==> config.mk <==
export PLATFORM = sky130hd
export DESIGN_NAME = mem_arbiter
export DESIGN_NICKNAME = d
export VERILOG_FILES = /design/src/rtl/mem_arbiter_pkg.sv /design/src/rtl/mem_arbiter_rr_pick2.sv /design/src/rtl/mem_arbiter.sv
export SDC_FILE = /design/constraint.sdc
export NUM_CORES = 1
export LEC_CHECK = 0
export CORE_UTILIZATION = 43
export DETAILED_ROUTE_END_ITERATION = 6
export GPL_TIMING_DRIVEN = 0
export PLACE_DENSITY = 0.87
export SYNTH_ARGS = -nofsm -noshare
export SYNTH_HDL_FRONTEND = slang
export SYNTH_SLANG_ARGS = --single-unit
==> constraint.sdc <==
create_clock -name clk -period 4.7 [get_ports clk]
set_input_delay 0.47 -clock clk [delete_from_list [all_inputs] [get_ports clk]]
set_output_delay 0.47 -clock clk [all_outputs]
set_load 0.05 [all_outputs]
==> src/rtl/mem_arbiter_pkg.sv <==
// Shared definitions for the data-RAM arbiter: FSM state encodings
// and requester port indices.
package arb_defs;

  typedef enum logic [1:0] {
    ST_IDLE   = 2'd0,
    ST_ACCESS = 2'd1,
    ST_RESP   = 2'd2
  } state_t;

  localparam logic P_LSU = 1'b0;
  localparam logic P_AUX = 1'b1;

endpackage

==> src/rtl/mem_arbiter_rr_pick2.sv <==
// rr_pick2: combinational 2-way round-robin picker.
// Ports: req[1:0] pending requests, last = previous winner; valid, idx = winner.
module rr_pick2
  import arb_defs::*;
(
  input  logic [1:0] req,
  input  logic       last,
  output logic       valid,
  output logic       idx
);

  assign valid = |req;

  always_comb begin
    idx = P_LSU;
    unique case (1'b1)
      (req == 2'b11): idx = ~last;
      (req == 2'b10): idx = P_AUX;
      default:        idx = P_LSU;
    endcase
  end

endmodule

==> src/rtl/mem_arbiter.sv <==
// mem_arbiter: shares one single-port RAM between two requesters (r0 = LSU,
// r1 = aux master). Ports: clk, rst (sync, active high), r{0,1}_req/we/addr/
// wdata in, r{0,1}_ack/rdata out, mem_read/write/addr/wdata out, mem_rdata in.
module mem_arbiter
  import arb_defs::*;
#(
  parameter int ADDR_W  = 32,
  parameter int DATA_W  = 32,
  parameter int LATENCY = 1
) (
  input  logic              clk,
  input  logic              rst,
  input  logic              r0_req,
  input  logic              r0_we,
  input  logic [ADDR_W-1:0] r0_addr,
  input  logic [DATA_W-1:0] r0_wdata,
  output logic              r0_ack,
  output logic [DATA_W-1:0] r0_rdata,
  input  logic              r1_req,
  input  logic              r1_we,
  input  logic [ADDR_W-1:0] r1_addr,
  input  logic [DATA_W-1:0] r1_wdata,
  output logic              r1_ack,
  output logic [DATA_W-1:0] r1_rdata,
  output logic              mem_read,
  output logic              mem_write,
  output logic [ADDR_W-1:0] mem_addr,
  output logic [DATA_W-1:0] mem_wdata,
  input  logic [DATA_W-1:0] mem_rdata
);

  localparam logic [3:0] CNT_INIT = 4'(LATENCY - 1);

  state_t              state;
  logic [3:0]          cnt;
  logic                last_gnt;
  logic                gnt;
  logic                lat_we;
  logic [ADDR_W-1:0]   lat_addr;
  logic [DATA_W-1:0]   lat_wdata;

  logic                pick_valid;
  logic                pick_idx;
  logic                win_we;
  logic [ADDR_W-1:0]   win_addr;
  logic [DATA_W-1:0]   win_wdata;

  rr_pick2 u_pick (
    .req   ({r1_req, r0_req}),
    .last  (last_gnt),
    .valid (pick_valid),
    .idx   (pick_idx)
  );

  assign win_we    = pick_idx ? r1_we    : r0_we;
  assign win_addr  = pick_idx ? r1_addr  : r0_addr;
  assign win_wdata = pick_idx ? r1_wdata : r0_wdata;

  // The RAM bus simply shows the latched attributes; they only change
  // on a new grant, so they never toggle between transactions.
  assign mem_addr  = lat_addr;
  assign mem_wdata = lat_wdata;

  always_ff @(posedge clk) begin
    if (rst) begin
      state     <= ST_IDLE;
      cnt       <= '0;
      last_gnt  <= P_AUX;
      gnt       <= P_LSU;
      lat_we    <= 1'b0;
      lat_addr  <= '0;
      lat_wdata <= '0;
      r0_ack    <= 1'b0;
      r1_ack    <= 1'b0;
      r0_rdata  <= '0;
      r1_rdata  <= '0;
      mem_read  <= 1'b0;
      mem_write <= 1'b0;
    end else begin
      unique case (state)
        ST_IDLE: begin
          if (pick_valid) begin
            gnt       <= pick_idx;
            lat_we    <= win_we;
            lat_addr  <= win_addr;
            lat_wdata <= win_wdata;
            cnt       <= CNT_INIT;
            // Strobes are registered so they line up with ACCESS.
            mem_read  <= ~win_we;
            mem_write <= win_we;
            state     <= ST_ACCESS;
          end
        end
        ST_ACCESS: begin
          mem_write <= 1'b0;
          if (cnt == 4'd0) begin
            mem_read <= 1'b0;
            if (!lat_we) begin
              if (gnt == P_AUX) r1_rdata <= mem_rdata;
              else              r0_rdata <= mem_rdata;
            end
            if (gnt == P_AUX) r1_ack <= 1'b1;
            else              r0_ack <= 1'b1;
            last_gnt <= gnt;
            state    <= ST_RESP;
          end else begin
            cnt <= cnt - 4'd1;
          end
        end
        ST_RESP: begin
          r0_ack <= 1'b0;
          r1_ack <= 1'b0;
          state  <= ST_IDLE;
        end
        default: state <= ST_IDLE;
      endcase
    end
  end

endmodule

== Word-level counts from Yosys, hierarchy flattened ==
Cells that the tools add are included.
Operators by class
  add/subtract/negate cells: 1
  reductions and logical operators: 15
  bitwise logic cells: 4
  equality and inequality tests: 9
  multiplexer cells: 21
Operators with widths (number)
  two-way mux 32 bit: 2
  AND reduction 3 bit: 4
  inequality test 2 bit, second input constant: 5
  case mux 1 bit (2 select lines): 5
  two-way mux 1 bit: 8
  two-way mux 4 bit: 2
  case mux 4 bit (2 select lines): 1
  AND reduction 2 bit: 4
  AND reduction 4 bit: 2
  equality test 2 bit, second input constant: 3
  zero test 4 bit: 1
  two-way mux 2 bit: 2
  inverter 1 bit: 4
  case mux 2 bit (2 select lines): 1
  nonzero test 2 bit: 2
  subtractor 4 x 1 -> 4 bit, second input constant: 1
  equality test 2 x 1 -> 1 bit, second input constant: 1
  zero test 2 bit: 1
  OR reduction 2 bit: 1
Storage, ports and cells
  bits in registers: 141
  logic and storage cells: 63
  bits of input ports: 166

== Logic depth before layout (Yosys ltp) ==
  depth after elaboration: 6
  depth in mapped cells: 7
  gate-level depth less buffers: 5

== By module ==
Synthesis repeated with hierarchy kept, for this count alone.
Unflattened totals
  cell total of the unflattened synthesis: 571
  area, all modules: 5630.4 µm²
Modules (own cells, without submodules)
  mem_arbiter: cells each 569, instances 1, area an instance 5616.6 µm²
  rr_pick2: cells each 2, instances 1, area an instance 13.8 µm²

== Worst setup path before layout ==
OpenSTA, ideal clock, no wires.
  path kind: reg2reg
  start: reg cnt[0]
  end: reg mem_read
  path buffers: 0
  arrival time: 1.391 ns
  period minus slack after synthesis: 1.509 ns
  stages on the path, launching flop included: 6
  slack: 3.191 ns
  cells stage by stage: dfxtp_1 -> inv_1 -> ha_1 -> or3b_1 -> a211o_1 -> a32o_1
Between the ends
  longest elaborated chain between the ends: 3
RTL lines
  start: declaration: line mem_arbiter.sv:35  | logic [3:0] cnt;
  start signal: assignment: line mem_arbiter.sv:107  | cnt <= cnt - 4'd1;
  zero test 4 bit: line mem_arbiter.sv:96  | if (cnt == 4'd0) begin
  inequality test 2 bit (no source line)
  AND reduction 3 bit (no source line)
  end signal: assignment: line mem_arbiter.sv:89  | mem_read <= ~win_we;
  end: declaration: line mem_arbiter.sv:25  | output logic mem_read,
Every way passes these cells.
A chain may end at the register's enable or synchronous reset.

== Worst setup path after layout ==
  start: reg mem_write
  end: out mem_write
RTL lines
  start: declaration: line mem_arbiter.sv:26  | output logic mem_write,
  start signal: assignment: line mem_arbiter.sv:90  | mem_write <= win_we;
No word-level cell between the ends.

==> summary.md <==
The net count of the finished layout is 1054. The tools report the endpoint class of the critical path as a primary output. The critical path buffer and inverter count is 1. Destination of the worst hold path: r1_ack$_SDFFE_PP0P_. The worst hold path begins at r1_ack$_SDFFE_PP0P_. Measured against its own limit, the worst slew margin works out to 58.88%. The critical path's slowest cell is sky130_fd_sc_hd__clkdlybuf4s50_1. IR analysis of the VDD net gives a maximum drop of 0.3090 mV. The tools report the setup clock skew after layout as 0.009604 ns.

The number of clock buffers added by TritonCTS is 17. By area the synthesized netlist is led by sky130_fd_sc_hd__dfxtp_1, sky130_fd_sc_hd__mux2i_1, sky130_fd_sc_hd__o2bb2ai_1. Setup slack closes at 2.602 ns.

The die height was 116.5 um. The tools report the arrival time of the worst setup path as 1.63 ns. The tools report the final hold violation count as 0. The most used flip-flop cell after synthesis is sky130_fd_sc_hd__dfxtp_1. 298 I/O pins were placed.

The number of sinks driven by the clock tree was 141. The clock passes through at most 2 buffers. The share of the synthesized area in the top cell type is 50.11%. The post-detailed-route wirelength per cell was 18.02 um. The flow ran to the end, and the final reports show no timing, DRC or antenna violations. The depth of the worst register-to-register path is 7. Maximum number of pins on one net before global-route repair: 17.

The net switching power is 1078 uW, and the initial detailed-routing violation count is 403. Sequential elements use 50.11% of the synthesized area. Across every metal layer, demand over resource in global routing totals 27.79%.

Before antenna repair, the detailed router went through 5 iterations. The HPWL after detailed placement is 14390 um. In this run the mean area of a mapped cell was 9.848 um^2. The number of enable-type register cells in the synthesized netlist works out to 0.

Max-cap violations in this run came to 0. The number of cells on the critical path was 1; the detailed-route DRC error count was 0. The post-route netlist has 7.023% of its cells at a drive strength greater than 1. The tools report the total die area as 13560 um^2. CTS built an H-tree with a depth of 4. The first global-routing pass estimated 28330 um of wire. The run gives 0 as the count of pins over their slew limit. The static leakage is 0.003335 uW, and the largest driver fanout on the critical path is 2.

Cell family with the largest share of critical-path delay: buffers and inverters. After detailed routing, the total wire length is 19270 um. The tools report the startpoint of the worst register-to-register path as cnt[0]$_SDFFE_PP0P_.

The number of gates resized after CTS was 0. In this run the cell area of the synthesized design comes to 5633 um^2. The start-to-end type of the worst setup path is reg2out. The number of hold buffers added after CTS was 0.

For the final routed database, the setup TNS stands at 0 ns. The actual slew at the worst max-slew pin was 0.6149 ns. TritonCTS built the clock tree. The synthesized design contains 141 register bits. The number of antenna diodes is 0. The critical path data required time was 4.23 ns; the total congestion overflow after global routing was 0. Yosys mapped the design onto 39 distinct sky130hd cell types. For this design the ratio of total power to cell area is 373.5 nW/um^2.

The tree is rooted in a sky130_fd_sc_hd__clkbuf_16. The nature of the critical path startpoint was a flop. Walking the worst path, the cells encountered are clkdlybuf4s50_1. In this run, the combinational gates consume 26.5% of the power. The internal power of the cells totals 2414 uW.

The portion of the clock cycle consumed by the worst path in the final layout was 44.63%; the fraction of synthesis flops using an asynchronous set or reset pin was 0%. Cell taking the most area after synthesis: sky130_fd_sc_hd__dfxtp_1. In this run the post-CTS setup repair buffer count came out at 0.

The run gives 0 as the total setup violations reported at the end of the flow. On the worst path, the slowest cell contributes a delay of 0.89 ns. Setup repair after global routing left no endpoint under its margin.

The via count of the first global-routing pass is 5520. Registers are responsible for 38.3% of the overall power. Row generation in the floorplan step produced 41 rows. In this run the horizontal extent of the chip is 116.5 um. Clock-pin slew was measured on the worst setup and hold paths at 0.05 ns. The detailed router placed 5782 vias in this run. Per report_power, the clock group accounts for 35.2% of the total.

The run gives 0 as the number of antenna violations at the first check in global routing. Reg-to-reg endpoint: r0_rdata[6]$_SDFFE_PP0P_. The count of warnings emitted by yosys is 0, and the post-synthesis cell count is 572. In this run switching power makes up 30.87% of total power. The logs give 0.8327 for the final estimated routing congestion in global placement and 12670 um^2 for the placeable core region. For the worst-skew pair, the clock arrives at the later sink with an insertion delay of 0.42 ns. The design area is 9351 um^2, and the ratio of routed vias to standard cells is 5.409.

The cell area after placement is 8811 um^2. The class of the tightest hold or removal check is reg2reg. The number of nets in the synthesized netlist is 739.

The worst setup slack before clock tree synthesis is 2.468 ns, and the clock period minus worst slack is 2.098 ns. The count of buffers added on input and output ports is 296. The count of nets left with antenna violations once routing finished came out at 0. Derived from the worst setup path, the maximum achievable clock frequency is 476.7 MHz. The hold path depth is 2, and the area added between synthesis and finish is 66.02%.

For flop-to-flop paths, the worst setup slack is 2.84 ns. For this configuration, the core starts out at a cell density of 44.46%.
layer usage:
metal / share of wire, % / up-vias / global-route usage (%)
met5: 0 / - / 0
met4: 3.0 / 0 / 13.93
met3: 6.7 / 41 / 7.628
met2: 49 / 251 / 47.18
met1: 41 / 2736 / 32.15
li1: - / 2754 / -
metrics by stage:
stage	instances	utilization, %	hold WS [ns]	power [uW]
floorplan	572	-	0.4661	1883
global placement	1040	69.54	0.4439	2266
detailed placement	1040	69.54	0.4472	2278
CTS	1069	73.80	0.4634	3498
global route	1069	73.80	0.4818	3619
finish	1069	73.80	0.4581	3492
layout by cell type, fill, tap and decap left out, drive strengths merged, types with 2 or more instances in the layout:
cell,synthesis,final
nand2b,2,2
o221ai,2,2
mux2i,65,65
o2bb2ai,65,65
nor2,3,3
clkbuf,24,53
nand2,3,3
dfxtp,141,141
or3b,2,2
nand3,66,66
buf,32,32
o21ai,68,68
a21boi,3,3
inv,4,4
a21oi,69,69
clkdlybuf4s50,0,296
or3,5,5
nor3b,2,2
or2,2,2
nor3,4,4
sequential cells by signal, indices dropped and copies added, names as in the netlist, 2 cells and up:
signal,flops
cnt,4
mem_addr,32
mem_wdata,32
r0_rdata,32
r1_rdata,32
state,2
synth_stat cells, types with 2 or more instances:
| cell type | n |
|---|---|
| sky130_fd_sc_hd__buf_4 | 9 |
| sky130_fd_sc_hd__o21ai_1 | 35 |
| sky130_fd_sc_hd__mux2i_1 | 65 |
| sky130_fd_sc_hd__buf_2 | 22 |
| sky130_fd_sc_hd__o21ai_0 | 33 |
| sky130_fd_sc_hd__nand2_1 | 3 |
| sky130_fd_sc_hd__o221ai_1 | 2 |
| sky130_fd_sc_hd__nor2_1 | 3 |
| sky130_fd_sc_hd__o2bb2ai_1 | 65 |
| sky130_fd_sc_hd__dfxtp_1 | 141 |
| sky130_fd_sc_hd__or3b_1 | 2 |
| sky130_fd_sc_hd__clkbuf_2 | 3 |
| sky130_fd_sc_hd__a21oi_1 | 68 |
| sky130_fd_sc_hd__nand3_1 | 66 |
| sky130_fd_sc_hd__inv_1 | 4 |
| sky130_fd_sc_hd__or3_1 | 5 |
| sky130_fd_sc_hd__nand2b_1 | 2 |
| sky130_fd_sc_hd__nor3_1 | 3 |
| sky130_fd_sc_hd__clkbuf_1 | 21 |
power by group through the flow:
stage | clock network (uW) | logic, uW | registers [uW]
after floorplan | 0 | 242 | 1640
after CTS | 1240 | 925 | 1340
final | 1230 | 926 | 1340
after detailed placement | 0 | 921 | 1360
after global routing | 1300 | 972 | 1350
after global placement | 0 | 910 | 1360
cell families after synthesis:
group	Yosys count	synth area share, %
buffers and inverters	60	5.153
AOI/OAI and AO/OA	212	23.90
DFF	141	50.11
muxes	65	11.55
and+or+nand+nor	93	9.063
adders and majority gates	1	0.2221
final cells by class:
class	count	area, um^2
sequential	141	2823
inverter	4	15.01
tap	172	215.2
fill	982	3319
timing repair buffer	296	2963
clock buffer	29	540.5
multi-input combinational	371	2520
buffer	56	275.3
how the worst max path moves through the flow:
| stage | from | to | slack (ns) |
|---|---|---|---|
| floorplan | cnt[0]$_SDFFE_PP0P_ | mem_read$_SDFFE_PP0P_ | 3.19 |
| global placement | r0_req | mem_addr[3]$_SDFFE_PP0P_ | 2.50 |
| detailed placement | r1_req | mem_addr[21]$_SDFFE_PP0P_ | 2.47 |
| CTS | mem_addr[14]$_SDFFE_PP0P_ | mem_addr[14] | 2.59 |
| global route | mem_write$_SDFFE_PP0P_ | mem_write | 2.57 |
| finish | mem_write$_SDFFE_PP0P_ | mem_write | 2.60 |
worst min-delay path, stage by stage (launching register included):
cell,delay [ns]
sky130_fd_sc_hd__dfxtp_1,0.31
sky130_fd_sc_hd__nand2_1,0.05
sky130_fd_sc_hd__a21oi_1,0.05
(Power assumes the default switching activity.)
